==> config.mk <==
export PLATFORM = sky130hd
export DESIGN_NAME = reg_writeback_flat
export DESIGN_NICKNAME = d
export VERILOG_FILES = /design/src/rtl/reg_writeback_if.sv /design/src/rtl/reg_writeback.sv /design/src/flat_wrapper.sv
export SDC_FILE = /design/constraint.sdc
export NUM_CORES = 1
export LEC_CHECK = 0
export ABC_AREA = 1
export ABC_CLOCK_PERIOD_IN_PS = 3800
export BUFFER_PORTS_ARGS = -buffer_cell sky130_fd_sc_hd__clkbuf_2
export CAP_MARGIN = 20
export CELL_PAD_IN_SITES_DETAIL_PLACEMENT = 2
export CELL_PAD_IN_SITES_GLOBAL_PLACEMENT = 2
export CORE_AREA = 8 8 165 167
export CTS_CLUSTER_DIAMETER = 30
export DETAILED_ROUTE_END_ITERATION = 6
export DIE_AREA = 0 0 173 175
export PLACE_DENSITY = 0.76
export SETUP_SLACK_MARGIN = 0.05
export SLEW_MARGIN = 5
export SYNTH_ARGS = -nofsm -noshare
export SYNTH_HDL_FRONTEND = slang
export SYNTH_SLANG_ARGS = --single-unit
==> constraint.sdc <==
create_clock -name clock -period 3.8 [get_ports clock]
set_clock_uncertainty 0.2 [all_clocks]
set_input_delay 0.57 -clock clock [delete_from_list [all_inputs] [get_ports clock]]
set_output_delay 0.57 -clock clock [all_outputs]
set_load 0.01 [all_outputs]
==> src/rtl/reg_writeback_if.sv <==
// Bundle of the writeback queue's producer, register-file, hazard and status signals.
// The slave modport is the queue itself; master is whoever drives the producers.
interface reg_writeback_if;
  logic        mem_valid;
  logic        mem_ready;
  logic [3:0]  mem_addr;
  logic [15:0] mem_data;
  logic        alu_valid;
  logic        alu_ready;
  logic [3:0]  alu_addr;
  logic [15:0] alu_data;
  logic [7:0]  bank_select;
  logic [3:0]  rf_write_addr;
  logic [15:0] rf_write_data;
  logic [7:0]  rf_bank_select;
  logic        rf_write_en;
  logic [3:0]  query_addr1;
  logic [3:0]  query_addr2;
  logic        hazard1;
  logic        hazard2;
  logic        empty;
  logic        ro_drop;

  modport slave (
    input  mem_valid, mem_addr, mem_data,
    input  alu_valid, alu_addr, alu_data,
    input  bank_select, query_addr1, query_addr2,
    output mem_ready, alu_ready,
    output rf_write_addr, rf_write_data, rf_bank_select, rf_write_en,
    output hazard1, hazard2, empty, ro_drop
  );

  modport master (
    output mem_valid, mem_addr, mem_data,
    output alu_valid, alu_addr, alu_data,
    output bank_select, query_addr1, query_addr2,
    input  mem_ready, alu_ready,
    input  rf_write_addr, rf_write_data, rf_bank_select, rf_write_en,
    input  hazard1, hazard2, empty, ro_drop
  );
endinterface

==> src/rtl/reg_writeback.sv <==
// Two-producer register writeback queue: mem entries win ordering over ALU entries,
// drained one per cycle into a registered register-file write port with hazard lookup.
module reg_writeback #(
  parameter int DEPTH = 4
) (
  input  logic           clock,
  input  logic           reset_n,
  reg_writeback_if.slave bus
);
  localparam int PW = (DEPTH > 1) ? $clog2(DEPTH) : 1;
  localparam int CW = PW + 1;
  localparam logic [3:0] RO_BASE = 4'hD;
  localparam logic [3:0] GLOBAL_BASE = 4'h8;

  typedef struct packed {
    logic [3:0]  addr;
    logic [15:0] data;
    logic [7:0]  bank;
  } entry_t;

  entry_t          fifo_q [DEPTH];
  entry_t          out_q;
  logic [CW-1:0]   count_q, count_d;
  logic [PW-1:0]   wr_ptr_q, rd_ptr_q;
  logic            rf_write_en_q;
  logic            ro_drop_q;

  logic mem_fire, alu_fire, mem_ro, alu_ro, mem_push, alu_push, pop;
  logic hazard1_c, hazard2_c;

  // Readiness looks only at the registered count, never at this cycle's pop.
  assign bus.mem_ready = (count_q <= CW'(DEPTH - 1));
  assign bus.alu_ready = bus.mem_valid ? (count_q <= CW'(DEPTH - 2))
                                       : (count_q <= CW'(DEPTH - 1));

  assign mem_fire = bus.mem_valid & bus.mem_ready;
  assign alu_fire = bus.alu_valid & bus.alu_ready;
  assign mem_ro   = (bus.mem_addr >= RO_BASE);
  assign alu_ro   = (bus.alu_addr >= RO_BASE);
  assign mem_push = mem_fire & ~mem_ro;
  assign alu_push = alu_fire & ~alu_ro;
  assign pop      = (count_q != '0);

  assign count_d  = count_q + CW'(mem_push) + CW'(alu_push) - CW'(pop);

  // NOTE: state registers use non-blocking assignments so every flop samples pre-edge values.
  always_ff @(posedge clock or negedge reset_n) begin
    if (!reset_n) begin
      count_q       <= '0;
      wr_ptr_q      <= '0;
      rd_ptr_q      <= '0;
      rf_write_en_q <= 1'b1;
      out_q         <= '0;
      ro_drop_q     <= 1'b0;
    end else begin
      count_q       <= count_d;
      wr_ptr_q      <= wr_ptr_q + PW'(mem_push) + PW'(alu_push);
      rd_ptr_q      <= rd_ptr_q + PW'(pop);
      rf_write_en_q <= ~pop;
      if (pop) out_q <= fifo_q[rd_ptr_q];
      ro_drop_q     <= (mem_fire & mem_ro) | (alu_fire & alu_ro);
    end
  end

  // NOTE: queue storage is not reset; count and pointers alone decide which slots are live.
  always_ff @(posedge clock) begin
    if (mem_push) fifo_q[wr_ptr_q] <= '{addr: bus.mem_addr, data: bus.mem_data, bank: bus.bank_select};
    if (alu_push) fifo_q[wr_ptr_q + PW'(mem_push)] <= '{addr: bus.alu_addr, data: bus.alu_data,
                                                         bank: bus.bank_select};
  end

  function automatic logic hit(entry_t e, logic [3:0] q, logic [7:0] bank);
    return (e.addr == q) && ((e.addr >= GLOBAL_BASE) || (e.bank == bank));
  endfunction

  // NOTE: combinational outputs get a default first so no path leaves them holding (no latch).
  always_comb begin
    logic [PW-1:0] off;
    hazard1_c = 1'b0;
    hazard2_c = 1'b0;
    off       = '0;
    for (int i = 0; i < DEPTH; i++) begin
      off = PW'(i) - rd_ptr_q;
      if ({1'b0, off} < count_q) begin
        if (hit(fifo_q[i], bus.query_addr1, bus.bank_select)) hazard1_c = 1'b1;
        if (hit(fifo_q[i], bus.query_addr2, bus.bank_select)) hazard2_c = 1'b1;
      end
    end
    if (!rf_write_en_q) begin
      if (hit(out_q, bus.query_addr1, bus.bank_select)) hazard1_c = 1'b1;
      if (hit(out_q, bus.query_addr2, bus.bank_select)) hazard2_c = 1'b1;
    end
  end

  assign bus.hazard1        = hazard1_c & (bus.query_addr1 < RO_BASE);
  assign bus.hazard2        = hazard2_c & (bus.query_addr2 < RO_BASE);
  assign bus.rf_write_en    = rf_write_en_q;
  assign bus.rf_write_addr  = out_q.addr;
  assign bus.rf_write_data  = out_q.data;
  assign bus.rf_bank_select = out_q.bank;
  assign bus.ro_drop        = ro_drop_q;
  assign bus.empty          = (count_q == '0) & rf_write_en_q;
endmodule
==> src/flat_wrapper.sv <==
// flat-port wrapper written by rule: the top's interface ports become plain ports
module reg_writeback_flat 
#(
  parameter int DEPTH = 4
)
  (clock, reset_n, bus_mem_valid, bus_mem_addr, bus_mem_data, bus_alu_valid, bus_alu_addr, bus_alu_data, bus_bank_select, bus_query_addr1, bus_query_addr2, bus_mem_ready, bus_alu_ready, bus_rf_write_addr, bus_rf_write_data, bus_rf_bank_select, bus_rf_write_en, bus_hazard1, bus_hazard2, bus_empty, bus_ro_drop);
  reg_writeback_if bus_i ();
  input  logic clock;
  input  logic reset_n;
  input wire logic [$bits(bus_i.mem_valid)-1:0] bus_mem_valid;
  input wire logic [$bits(bus_i.mem_addr)-1:0] bus_mem_addr;
  input wire logic [$bits(bus_i.mem_data)-1:0] bus_mem_data;
  input wire logic [$bits(bus_i.alu_valid)-1:0] bus_alu_valid;
  input wire logic [$bits(bus_i.alu_addr)-1:0] bus_alu_addr;
  input wire logic [$bits(bus_i.alu_data)-1:0] bus_alu_data;
  input wire logic [$bits(bus_i.bank_select)-1:0] bus_bank_select;
  input wire logic [$bits(bus_i.query_addr1)-1:0] bus_query_addr1;
  input wire logic [$bits(bus_i.query_addr2)-1:0] bus_query_addr2;
  output wire logic [$bits(bus_i.mem_ready)-1:0] bus_mem_ready;
  output wire logic [$bits(bus_i.alu_ready)-1:0] bus_alu_ready;
  output wire logic [$bits(bus_i.rf_write_addr)-1:0] bus_rf_write_addr;
  output wire logic [$bits(bus_i.rf_write_data)-1:0] bus_rf_write_data;
  output wire logic [$bits(bus_i.rf_bank_select)-1:0] bus_rf_bank_select;
  output wire logic [$bits(bus_i.rf_write_en)-1:0] bus_rf_write_en;
  output wire logic [$bits(bus_i.hazard1)-1:0] bus_hazard1;
  output wire logic [$bits(bus_i.hazard2)-1:0] bus_hazard2;
  output wire logic [$bits(bus_i.empty)-1:0] bus_empty;
  output wire logic [$bits(bus_i.ro_drop)-1:0] bus_ro_drop;
  assign bus_i.mem_valid = bus_mem_valid;
  assign bus_i.mem_addr = bus_mem_addr;
  assign bus_i.mem_data = bus_mem_data;
  assign bus_i.alu_valid = bus_alu_valid;
  assign bus_i.alu_addr = bus_alu_addr;
  assign bus_i.alu_data = bus_alu_data;
  assign bus_i.bank_select = bus_bank_select;
  assign bus_i.query_addr1 = bus_query_addr1;
  assign bus_i.query_addr2 = bus_query_addr2;
  assign bus_mem_ready = bus_i.mem_ready;
  assign bus_alu_ready = bus_i.alu_ready;
  assign bus_rf_write_addr = bus_i.rf_write_addr;
  assign bus_rf_write_data = bus_i.rf_write_data;
  assign bus_rf_bank_select = bus_i.rf_bank_select;
  assign bus_rf_write_en = bus_i.rf_write_en;
  assign bus_hazard1 = bus_i.hazard1;
  assign bus_hazard2 = bus_i.hazard2;
  assign bus_empty = bus_i.empty;
  assign bus_ro_drop = bus_i.ro_drop;
  reg_writeback #(.DEPTH(DEPTH)) u_core (.clock(clock), .reset_n(reset_n), .bus(bus_i));
endmodule
* Word level (Yosys, flattened, before mapping)
Memory sizes are Yosys's and may differ from the RTL's. A register that Yosys moved wholly into a read port is not among the register bits. Index checks and enable logic that the tools add are counted. W data, S select, Z words.
Storage, ports and cells: memories kept 1, input bits 60, bits in writable memories 112, logic and storage cells 102, output and inout port bits 35, register bits after elaboration 9
Memories:
- u_core.fifo_q | depth 4, bits a word 28, read ports 5, clocked after memory_dff 1, write ports 2, line reg_writeback.sv:21 | entry_t fifo_q [DEPTH];
Operators by class: muxes and demuxes 25, eq/ne operators 15, bitwise logic cells 13, $lt $le $gt $ge 15, reductions and logical operators 18, $add $sub $neg 10
Operator list (count):
- $eq A4 B4 Y1 | 10
- $eq A8 B8 Y1 | 5
- $ge A4 B4 Y1 const B | 7
- $mux W1 | 25
- $lt A2 B3 Y1 | 4
- $logic_and A1 B1 Y1 | 10
- $and A1 B1 Y1 | 9
- $lt A4 B4 Y1 const B | 2
- $add A2 B1 Y2 | 3
- $add A3 B1 Y3 | 2
- $le A3 B2 Y1 const B | 2
- $logic_or A1 B1 Y1 | 5
- $sub A1 B2 Y2 const A | 2
- $sub A2 B2 Y2 const A | 2
- $logic_not A3 Y1 | 1
- $not A1 Y1 | 3
- $reduce_bool A3 Y1 | 1
- $sub A3 B1 Y3 | 1
- $logic_not A1 Y1 | 1
- $or A1 B1 Y1 | 1

* Longest topological paths before layout
Gate-level depths: netlist of the first run.
depth after elaboration 14, mapped depth 14, gate-level depth less buffers 13

* Least setup slack after synthesis of the first run
OpenSTA, ideal clock, no wires.
path kind register -> register, from reg u_core.count_q[2], to mem u_core.fifo_q[1][0] (netlist bit) (enable), library setup time 0.452 ns, path slack -0.220 ns, buffers on the path 0, data required time 3.148 ns, arrival 3.368 ns, stages on the path, launching flop included 8, period minus slack after synthesis 4.020 ns, cell sequence dfrtp_1 -> inv_1 -> ha_1 -> a31oi_2 -> nand2_1 -> nor2_2 -> nand2_1 -> o21ai_0
RTL lines:
- start, declared | line reg_writeback.sv:23 | logic [CW-1:0] count_q, count_d;
- start signal, assigned | line reg_writeback.sv:56 | count_q <= count_d;
- end, declared | line reg_writeback.sv:21

* Final worst setup path of the first run
from reg u_core.rd_ptr_q[1], to out bus_hazard1
Between the ends: longest elaborated chain between the ends 12, elaborated cells on any way between the ends 18, those cells by class add/sub: 4; order compare: 4; mux: 9; bitwise: 1
Ends and longest elaborated chain:
- start, declared | line reg_writeback.sv:24 | logic [PW-1:0] wr_ptr_q, rd_ptr_q;
- start signal, assigned | line reg_writeback.sv:58 | rd_ptr_q <= rd_ptr_q + PW'(pop);
- $sub A1 B2 Y2 | line reg_writeback.sv:83 | off = PW'(i) - rd_ptr_q;
- $lt A2 B3 Y1 | line reg_writeback.sv:84 | if ({1'b0, off} < count_q) begin
- $mux W1 | line reg_writeback.sv:84
- $mux W1 | line reg_writeback.sv:85 | if (hit(fifo_q[i], bus.query_addr1, bus.bank_select)) hazard1_c = 1'b1;
- $mux W1 | line reg_writeback.sv:84
- $mux W1 | line reg_writeback.sv:85
- $mux W1 | line reg_writeback.sv:84
- $mux W1 | line reg_writeback.sv:85
- $mux W1 (*) | line reg_writeback.sv:84
- $mux W1 | line reg_writeback.sv:90 | if (hit(out_q, bus.query_addr1, bus.bank_select)) hazard1_c = 1'b1;
- $mux W1 (*) | line reg_writeback.sv:89 | if (!rf_write_en_q) begin
- $and A1 B1 Y1 (*) | line reg_writeback.sv:95 | assign bus.hazard1 = hazard1_c & (bus.query_addr1 < RO_BASE);
- end, declared | line flat_wrapper.sv:25 | output wire logic [$bits(bus_i.hazard1)-1:0] bus_hazard1;
Mark *: on every way between the ends. The rest lies on a longest branch, timed or not.

==> run_results.csv, run 1 <==
group,metric,value,unit
outcome,status,"finished clean",
grt,grt.total_usage,0.181,
drt,first_pass_iters,4,
timing,grt_setup_unrepaired,"no",
critical_path,end_kind,"primary output",
grt,grt_pass1_vias,7304,
critical_path,r2r_slack,580,ps
grt,antenna_found_initial,0,
power,leakage,4.11,nW
drt,drc,0,
synth,synthCells,874,
timing,tightestPinTransition,902,ps
placed_design,gp_congestion,0.769,
drt,drtIter0Drc,260,
die,die_h,175,um
clock_network,postCtsSetupBuffers,0,
drt,vias,6522,
power,fin_total_pwr,7.21,mW
timing,fin_tns_setup,0,ps
synth,ys_types,39,
clock_network,post_cts_resized,0,
clock_network,cts_made_buffers,17,
layout,diodes,0,
drt,routed_via_density,5.01,
synth,syn_avg_cell_area,9.17,um2
power,irDropWorstVdd,0.000306,V
worst_hold_path,worstHoldStart,"bus_alu_valid",
drt,detail_route.wl_per_cell,20.5,um
synth,synth_mux_area_frac,0,
drt,ant_nets,0,
layout,post-route-util,0.379,
critical_path,reg2reg_to,"u_core.fifo_q[1][6]$_DFFE_PP_",
run,maxCapViolCount,0,
clock_network,root_buffer,"clkbuf_16",
clock_network,clock_path_buffers,2,
layout,fin_nets,1033,
critical_path,regToRegStartpoint,"u_core.count_q[2]$_DFF_PN0_",
worst_hold_path,holdPathStages,3,
die,die_w,173,um
clock_network,hold_buffers,1,
timing,hold_viol,0,
critical_path,worst_r2r_path_depth,13,
clock_network,cts.sinks,149,
synth,synth-simple-area-share,0.205,
synth,async_reset_ff_frac,0.248,
timing,timing.hold.ws,235,ps
grt,grt-ovfl-total,0,
die,core_region_area,24700,um2
synth,yosysSeqAreaShare,0.535,
synth,synth_top_area_share,0.420,
die,core.rowCount,58,
grt,grt_max_degree,46,
synth,syn_area,8010,um2
timing,final.min_clock_period,3310,ps
layout,drive_above_1_share,0.179,
die,pin_count,95,
grt,grt_pass1_wl,42700,um
synth,ys.flop_type,"edfxtp_1",
synth,synth_adder_area_share,0.0206,
timing,fmax,302,MHz
synth,yosys_warnings,0,
timing,finalMaxSlewViolations,0,
synth,synth_edf_count,112,
synth,yosysTopAreaCell,"edfxtp_1",
timing,relSlewSlack,0.397,
die,die_area,30300,um2
synth,synth_nets,946,
critical_path,cp.required,3030,ps
drt,wl,26700,um
placed_design,dp_hpwl,19300,um
clock_network,insertion_delay,430,ps
placed_design,io_buffers,94,
synth,synth-seq-cells,149,
critical_path,cp_max_fo,6,
worst_hold_path,worstHoldEndpoint,"u_core.bus.ro_drop$_DFF_PN0_",
layout,nFillCells,2793,
clock_network,clk_pin_slew_worst_paths,70,ps
timing,fin_crit_sh,0.870,
critical_path,crit_type,"reg2out",
synth,synth_xor_area_frac,0.0667,
synth,synth_top_family_by_area,"simple AND/OR/NAND/NOR gates",
layout,area_growth,16.6,%
die,initial_utilization,0.325,
synth,yosys-top-cells-area,"edfxtp_1 42%, nand2_1 15%, dfrtp_1 11%, xnor2_1 4.9%, o21ai_1 4.3%",
critical_path,cp-start-kind,"flop",
clock_network,cts_tree,"done",
clock_network,cts-htree-levels,4,
worst_hold_path,hp-class,"in2reg",
timing,setup_viol,0,
synth,synth-compound-area-share,0.102,
critical_path,arrival,2540,ps
power,power_density,771,nW/um2
-- worst max-delay path by stage --
stage | from | end | slack [ps] | cells past startpoint
after floorplan | u_core.count_q[2]$_DFF_PN0_ | u_core.fifo_q[0][0]$_DFFE_PP_ | 240 | 13
after global placement | u_core.count_q[2]$_DFF_PN0_ | u_core.fifo_q[1][10]$_DFFE_PP_ | 760 | 13
after detailed placement | u_core.count_q[2]$_DFF_PN0_ | u_core.fifo_q[1][5]$_DFFE_PP_ | 570 | 13
after CTS | u_core.rd_ptr_q[1]$_DFF_PN0_ | bus_hazard1 | 460 | 12
after global routing | u_core.rd_ptr_q[1]$_DFF_PN0_ | bus_hazard1 | 320 | 13
final | u_core.rd_ptr_q[1]$_DFF_PN0_ | bus_hazard1 | 490 | 13
-- cell families after synthesis --
| family | count (synthesis) |
|---|---|
| buffers and inverters | 116 |
| adders and majority gates | 12 |
| xor gates and xnor gates | 61 |
| AOI/OAI and AO/OA | 133 |
| and+or+nand+nor | 403 |
| DFF | 149 |
-- synthesized netlist by cell type, types with 13 or more instances --
cell	n
a22oi_1	13
buf_6	16
clkbuf_1	19
dfrtp_1	36
edfxtp_1	112
inv_1	71
nand2_1	311
nand4_1	20
nor2_1	46
o21ai_1	69
o21ai_2	14
xnor2_1	45
xor2_1	16
-- sequential cells by signal (all words and copies together), names as in the netlist --
| register | flops |
|---|---|
| u_core.bus.rf_write_data | 16 |
| u_core.bus.ro_drop | 1 |
| u_core.bus.rf_write_en | 1 |
| u_core.count_q | 3 |
| u_core.wr_ptr_q | 2 |
| u_core.rd_ptr_q | 2 |
| u_core.bus.rf_write_addr | 4 |
| u_core.bus.rf_bank_select | 8 |
| u_core.fifo_q | 112 |
-- placed cells by master, fill, tap and decap left out, types with 6 or more instances in the layout --
cell type / n
clkbuf_16: 17
o21ai_2: 18
nand2_1: 310
nor2_1: 45
nand4_1: 20
inv_1: 71
xor2_1: 16
o21ai_1: 66
edfxtp_1: 112
o21ai_0: 11
a31oi_1: 6
a21oi_1: 7
dfrtp_1: 36
nand3_1: 9
buf_4: 15
a22oi_1: 13
ha_1: 10
xnor2_1: 45
clkbuf_2: 94
-- critical path: stages (launching register included) --
cell,delay (ps)
dfrtp_1,470
nor2_2,150
inv_1,140
nand2_1,130
inv_1,50
ha_1,280
a21oi_1,150
nor2_1,90
nor2_1,140
nand2_1,70
nand3_1,90
nor2_1,40
nor2_1,140
clkbuf_2,160
-- layout make-up --
type                       instances  area (um2)  area share
clock buffer                      20         437      0.0467
clock inverter                    11         136      0.0146
inverter                          73         274      0.0293
multi-input combinational        609        3180       0.341
sequential                       149        4290       0.459
tap                              330         413      0.0442
timing repair buffer             111         613      0.0656
-- where the power goes --
group | internal, mW | switching [mW] | leakage (nW)
logic | 0.910 | 1.87 | 2.36
clock network | 1.02 | 0.693 | 0.273
registers | 2.37 | 0.341 | 1.47
-- routing by layer --
metal,up-vias,share of wire,wire (um),global-route usage
met3,30,0.028,759,0.0296
met2,119,0.52,14000,0.330
met1,3316,0.43,11500,0.214
met4,0,0.016,433,0.0579
met5,-,0,0,0
li1,3057,-,-,-
-- stage by stage --
step | setup slack (ps) | instances | cell area [um2]
after CTS | 456 | 1303 | 9350
after global placement | 762 | 1271 | 8760
after global routing | 323 | 1303 | 9350
after detailed placement | 571 | 1271 | 8760
final | 493 | 1303 | 9350
after floorplan | 237 | 874 | 8010
Note: power is estimated with default switching activity, not from simulation.
==> run 2, diff against run 1 <==
- ABC_AREA: 1 -> unset
- CORE_AREA: 8 8 165 167 -> 8 8 153 155
- DIE_AREA: 0 0 173 175 -> 0 0 161 163
- PLACE_DENSITY: 0.76 -> 0.75
==> run_results.csv, run 2 <==
group,metric,value,unit
outcome,status,"finished clean",
clock_network,clk_pin_slew_worst_paths,60,ps
timing,hold_viol,0,
layout,area_growth,17.9,%
synth,yosys-top-cells-area,"edfxtp_1 43%, mux2_2 13%, dfrtp_1 12%, mux4_2 8.1%, xor2_1 5.7%",
power,power_density,759,nW/um2
clock_network,clock_path_buffers,2,
clock_network,insertion_delay,420,ps
synth,ys.flop_type,"edfxtp_1",
synth,ys_types,38,
grt,grt_max_degree,31,
synth,async_reset_ff_frac,0.248,
clock_network,cts-htree-levels,4,
timing,final.min_clock_period,3480,ps
synth,yosys-top-cells-count,"112 x edfxtp_1, 89 x mux2_2, 51 x xor2_1",
placed_design,io_buffers,94,
critical_path,endpoint,"u_core.fifo_q[1][19]$_DFFE_PP_",
power,leakage,3.48,nW
die,die_h,163,um
grt,antenna_found_initial,0,
synth,syn_avg_cell_area,15.3,um2
drt,dr_wl_met3,986,um
grt,grt_pass1_wl,34300,um
placed_design,gp_congestion,0.806,
run,maxCapViolCount,0,
synth,yosysSeqAreaShare,0.551,
timing,fmax,288,MHz
critical_path,crit_type,"reg2reg",
timing,fin_tns_setup,0,ps
die,die_area,26200,um2
layout,largest_register_ffs,112,
clock_network,cts_tree,"done",
timing,grt_setup_unrepaired,"no",
drt,ant_nets,0,
drt,vias,4724,
layout,layout_common_cells,"112 x edfxtp_1, 94 x clkbuf_2, 89 x mux2_2",
drt,wl_met2,12200,um
die,core.rowCount,53,
layout,diodes,0,
synth,synth_top_area_share,0.432,
critical_path,worst-path-stages,11,
synth,yosysMostFrequentCell,"edfxtp_1",
worst_hold_path,hp-class,"in2reg",
critical_path,reg2reg_to,"u_core.fifo_q[1][19]$_DFFE_PP_",
drt,drtIter0Drc,184,
drt,routed_via_density,5.31,
timing,finalMaxSlewViolations,0,
timing,fin_crit_sh,0.915,
drt,dr.max_layer_used,"met4",
drt,detail_route.wl_per_cell,25.3,um
synth,yosys_warnings,0,
clock_network,postCtsSetupBuffers,0,
synth,synth-seq-cells,149,
die,initial_utilization,0.374,
drt,drc,0,
synth,syn_area,7780,um2
critical_path,worst_r2r_path_depth,11,
layout,post-route-util,0.441,
critical_path,cp.required,3770,ps
timing,relSlewSlack,0.270,
critical_path,path_delay_family,"simple AND/OR/NAND/NOR gates",
synth,synthCells,507,
critical_path,r2r_slack,320,ps
layout,drive_above_1_share,0.462,
critical_path,cpMaxStageDelayCell,"dfrtp_1",
die,core_region_area,20800,um2
critical_path,cp-start-kind,"flop",
critical_path,critical_path.cell_chain,"inv_1 -> ha_1 -> nor2b_1 -> a21oi_1 -> nand3_1 -> inv_1 -> ha_1 -> xnor2_1 -> and3_1 -> buf_12 -> mux2_2",
clock_network,cts_made_buffers,17,
grt,grt.total_usage,0.176,
drt,wl,22500,um
critical_path,crit_path_start,"u_core.count_q[2]$_DFF_PN0_",
layout,final_common_cell,"edfxtp_1",
grt,grt-ovfl-total,0,
clock_network,root_buffer,"clkbuf_16",
power,irDropWorstVdd,0.000397,V
drt,wl_met1,8840,um
critical_path,end_kind,"flop",
grt,grt_pass1_vias,5592,
layout,fin_nets,674,
critical_path,regToRegStartpoint,"u_core.count_q[2]$_DFF_PN0_",
die,pin_count,95,
synth,synth_edf_count,112,
placed_design,dp_hpwl,16000,um
critical_path,cp_max_fo,16,
clock_network,cts.sinks,149,
layout,regMostFlops,"u_core.fifo_q",
die,die_w,161,um
drt,first_pass_iters,4,
critical_path,arrival,3450,ps
critical_path,max_stage_delay,490,ps
timing,tightestPinTransition,1090,ps
synth,yosysTopAreaCell,"edfxtp_1",
timing,setup_viol,0,
synth,synth_nets,579,
power,fin_total_pwr,6.97,mW
critical_path,crit_buf_inv,3,
==> run 2: changes by cell type in the layout (fill, tap and decap cells not counted), sizes merged, moves of 7 or more <==
cell / change
nand2: -310
mux2: +108
o21ai: -95
inv: -61
nor2: -43
xor2: +35
mux4: +28
a22oi: -13
nand4: -12
nor4: +12
xnor2: -10
a31oi: -7
nor3: +7
==> run 2: per-layer routing <==
layer | vias up | track usage
met5 | - | 0
met4 | 0 | 0.0606
met3 | 35 | 0.0508
met2 | 116 | 0.323
met1 | 2478 | 0.189
li1 | 2095 | -
==> run 2: stage by stage <==
stage,hold WS [ps],setup WS (ps),cell area (um2),std cells
after global routing,217,120,9180,890
after global placement,289,581,8610,857
after detailed placement,298,392,8610,857
after floorplan,74.4,225,7780,507
after CTS,182,303,9170,890
final,206,322,9180,890
==> run 2: logic make-up (layout without fill, tap and decap cells) <==
group,after synthesis,in the layout,synth area share
flops,149,149,0.551
mux,136,136,0.247
xor+xnor,86,86,0.0968
simple gates,54,54,0.0383
buf+inv,46,154,0.0261
compound gates,24,24,0.0196
fa+ha+maj,12,12,0.0212
==> run 2: final cells by class <==
cell class | count | area (um2)
clock inverters | 9 | 81.3
well taps | 275 | 344
inverters | 11 | 41.3
flip-flops and latches | 149 | 4290
clock buffers | 23 | 468
fillers | 2043 | 11600
multi-input cells | 312 | 3320
repair buffers | 111 | 626
==> run 2: worst min-delay path by stage <==
stage	start	to	slack, ps	cells past startpoint
global placement	u_core.bus.rf_write_data[11]$_DFFE_PN0N_	u_core.bus.rf_write_data[11]$_DFFE_PN0N_	290	1
floorplan	reset_n	u_core.bus.rf_bank_select[0]$_DFFE_PN0N_	70	0
CTS	bus_alu_valid	u_core.bus.ro_drop$_DFF_PN0_	180	3
finish	bus_alu_valid	u_core.bus.ro_drop$_DFF_PN0_	210	3
detailed placement	u_core.bus.rf_write_data[1]$_DFFE_PN0N_	u_core.bus.rf_write_data[1]$_DFFE_PN0N_	300	1
global route	bus_alu_valid	u_core.bus.ro_drop$_DFF_PN0_	220	3
==> run 2: report_power, final <==
part	total [mW]	leakage, nW	switching (mW)	internal, mW
clock network	1.60	0.263	0.664	0.931
registers	2.75	1.45	0.396	2.35
logic	2.62	1.77	1.36	1.26
==> run 2: what timing repair did <==
action                                  in CTS  in global routing
hold buffers                                 1                  0
endpoints found under the setup margin       0                  1
resized for setup                            0                  1
endpoints found under the hold margin       17                  0
==> run 2: worst register-to-register path: stages (launching register included) <==
cell and delay (ps):
dfrtp_1 490, inv_1 130, ha_1 190, nor2b_1 140, a21oi_1 270, nand3_1 160
inv_1 120, ha_1 210, xnor2_1 230, and3_1 490, buf_12 230, mux2_2 370
==> run 3, diff against run 2 <==
--- a/config.mk
+++ b/config.mk
@@ -12,6 +12,6 @@
 export CELL_PAD_IN_SITES_GLOBAL_PLACEMENT = 2
-export CORE_AREA = 8 8 153 155
+export CORE_AREA = 3 3 148 150
 export CTS_CLUSTER_DIAMETER = 30
 export DETAILED_ROUTE_END_ITERATION = 6
-export DIE_AREA = 0 0 161 163
+export DIE_AREA = 0 0 151 153
 export PLACE_DENSITY = 0.75
--- a/constraint.sdc
+++ b/constraint.sdc
@@ -4,2 +4,2 @@
 set_output_delay 0.57 -clock clock [all_outputs]
-set_load 0.01 [all_outputs]
+set_load 0.02 [all_outputs]
==> run_results.csv, run 3 (same netlist as run 2, synthesis figures left out) <==
group,metric,value,unit
outcome,status,"finished clean",
clock_network,cts_made_buffers,17,
power,irDropWorstVdd,0.000309,V
critical_path,cpMaxStageDelayCell,"dfrtp_1",
drt,dr_wl_met3,641,um
drt,ant_nets,0,
critical_path,end_kind,"flop",
critical_path,crit_path_start,"u_core.count_q[2]$_DFF_PN0_",
power,switching_power,2.60,mW
timing,tightestPinTransition,1060,ps
timing,grt_setup_unrepaired,"yes",
clock_network,clock_path_buffers,2,
die,pin_count,95,
clock_network,cts-htree-levels,4,
timing,finalMaxSlewViolations,0,
timing,fmax,281,MHz
layout,area_growth,19.4,%
layout,drive_above_1_share,0.466,
drt,routed_via_density,5.36,
layout,layout_common_cells,"112 x edfxtp_1, 94 x clkbuf_2, 89 x mux2_2",
die,initial_utilization,0.374,
timing,relSlewSlack,0.291,
timing,final.min_clock_period,3560,ps
drt,wl_met2,12500,um
placed_design,io_buffers,94,
clock_network,clk_pin_slew_worst_paths,60,ps
critical_path,cp_max_fo,16,
drt,vias,4758,
die,die_w,151,um
clock_network,root_buffer,"clkbuf_16",
layout,final_common_cell,"edfxtp_1",
power,switching_share,0.349,
grt,grt-ovfl-total,0,
die,die_area,23100,um2
drt,dr.max_layer_used,"met4",
layout,fin_nets,671,
drt,wl,22300,um
placed_design,gp_congestion,0.812,
timing,timing.hold.ws,187,ps
drt,first_pass_iters,4,
clock_network,cts.sinks,149,
timing,hold_viol,0,
run,maxCapViolCount,0,
power,pwr-share-seq,0.362,
worst_hold_path,worstHoldStart,"bus_alu_valid",
critical_path,arrival,3460,ps
critical_path,regToRegStartpoint,"u_core.count_q[2]$_DFF_PN0_",
drt,drtIter0Drc,221,
grt,grt_pass1_vias,5561,
critical_path,cp.required,3700,ps
power,power_density,801,nW/um2
layout,largest_register_ffs,112,
grt,grt.total_usage,0.201,
timing,fin_tns_setup,0,ps
layout,regMostFlops,"u_core.fifo_q",
critical_path,cp-start-kind,"flop",
clock_network,insertion_delay,420,ps
drt,wl_met1,8760,um
placed_design,dp_hpwl,14800,um
critical_path,path_delay_family,"simple AND/OR/NAND/NOR gates",
grt,antenna_found_initial,0,
power,combinationalPowerShare,0.378,
critical_path,critical_path.cell_chain,"inv_1 -> ha_1 -> nor2b_1 -> a21oi_1 -> nand3_1 -> inv_1 -> ha_1 -> or3_4 -> o31ai_4 -> buf_4",
die,die_h,153,um
layout,diodes,0,
die,core.rowCount,53,
grt,grt_max_degree,38,
timing,setup_viol,0,
drt,drc,0,
worst_hold_path,hp-class,"in2reg",
die,core_region_area,20800,um2
clock_network,cts_tree,"done",
critical_path,crit_type,"reg2reg",
power,power_frac_clock,0.260,
critical_path,crit_buf_inv,3,
critical_path,max_stage_delay,490,ps
timing,fin_crit_sh,0.937,
drt,detail_route.wl_per_cell,25.1,um
power,p_int,4.85,mW
grt,grt_pass1_wl,34400,um
power,leakage,3.54,nW
==> run 3: layer usage <==
metal	vias up	track usage
met5	-	0
met4	0	0.0604
li1	2087	-
met3	29	0.0323
met2	107	0.369
met1	2535	0.238
==> run 3: metrics by stage <==
| step | util | power (mW) | instance area [um2] | instances | setup slack, ps |
|---|---|---|---|---|---|
| floorplan | - | 4.56 | 7780 | 507 | 43.7 |
| global placement | 0.412 | 5.35 | 8570 | 853 | 410 |
| detailed placement | 0.412 | 5.55 | 8570 | 853 | 200 |
| CTS | 0.444 | 7.54 | 9240 | 885 | 101 |
| global route | 0.446 | 7.87 | 9290 | 887 | 38.9 |
| finish | 0.446 | 7.45 | 9290 | 887 | 240 |
==> run 3: what timing repair did <==
action                                  in CTS  in global routing
hold endpoints to repair                     0                 17
setup buffers                                0                  0
hold buffers                                 0                  1
endpoints found under the setup margin       0                 60
gates resized for setup                      0                  3
==> run 3: worst paths after layout <==
path	end	cells past startpoint	slack (ps)
worst max-delay path	u_core.fifo_q[0][23]$_DFFE_PP_	10	240
worst max register to register	u_core.fifo_q[0][23]$_DFFE_PP_	10	240
max in group asynchronous	u_core.bus.rf_write_en$_DFF_PN1_	3	2290
min in group asynchronous	u_core.bus.rf_write_data[4]$_DFFE_PN0N_	2	510
worst min register to register	u_core.bus.rf_write_data[9]$_DFFE_PN0N_	1	300
worst min-delay path	u_core.bus.ro_drop$_DFF_PN0_	3	190
==> run 3: worst min-delay path, stage by stage <==
cell and delay (ps):
clkbuf_2 90, nand2_1 50, o22ai_1 50
==> run 3: layout make-up <==
cell class | count | area (um2)
Clock buffer | 19 | 443
Clock inverter | 13 | 228
Fill cell | 2048 | 11500
Inverter | 11 | 41.3
Multi-Input combinational cell | 312 | 3330
Sequential cell | 149 | 4290
Tap cell | 275 | 344
Timing Repair Buffer | 108 | 614
==> run 3: power groups by stage <==
stage | Sequential (mW) | Clock [mW] | Combinational (mW)
after floorplan | 2.80 | 0 | 1.75
after global placement | 2.67 | 0 | 2.68
after detailed placement | 2.72 | 0 | 2.83
after CTS | 2.70 | 1.97 | 2.88
after global routing | 2.74 | 2.04 | 3.09
final | 2.69 | 1.93 | 2.82
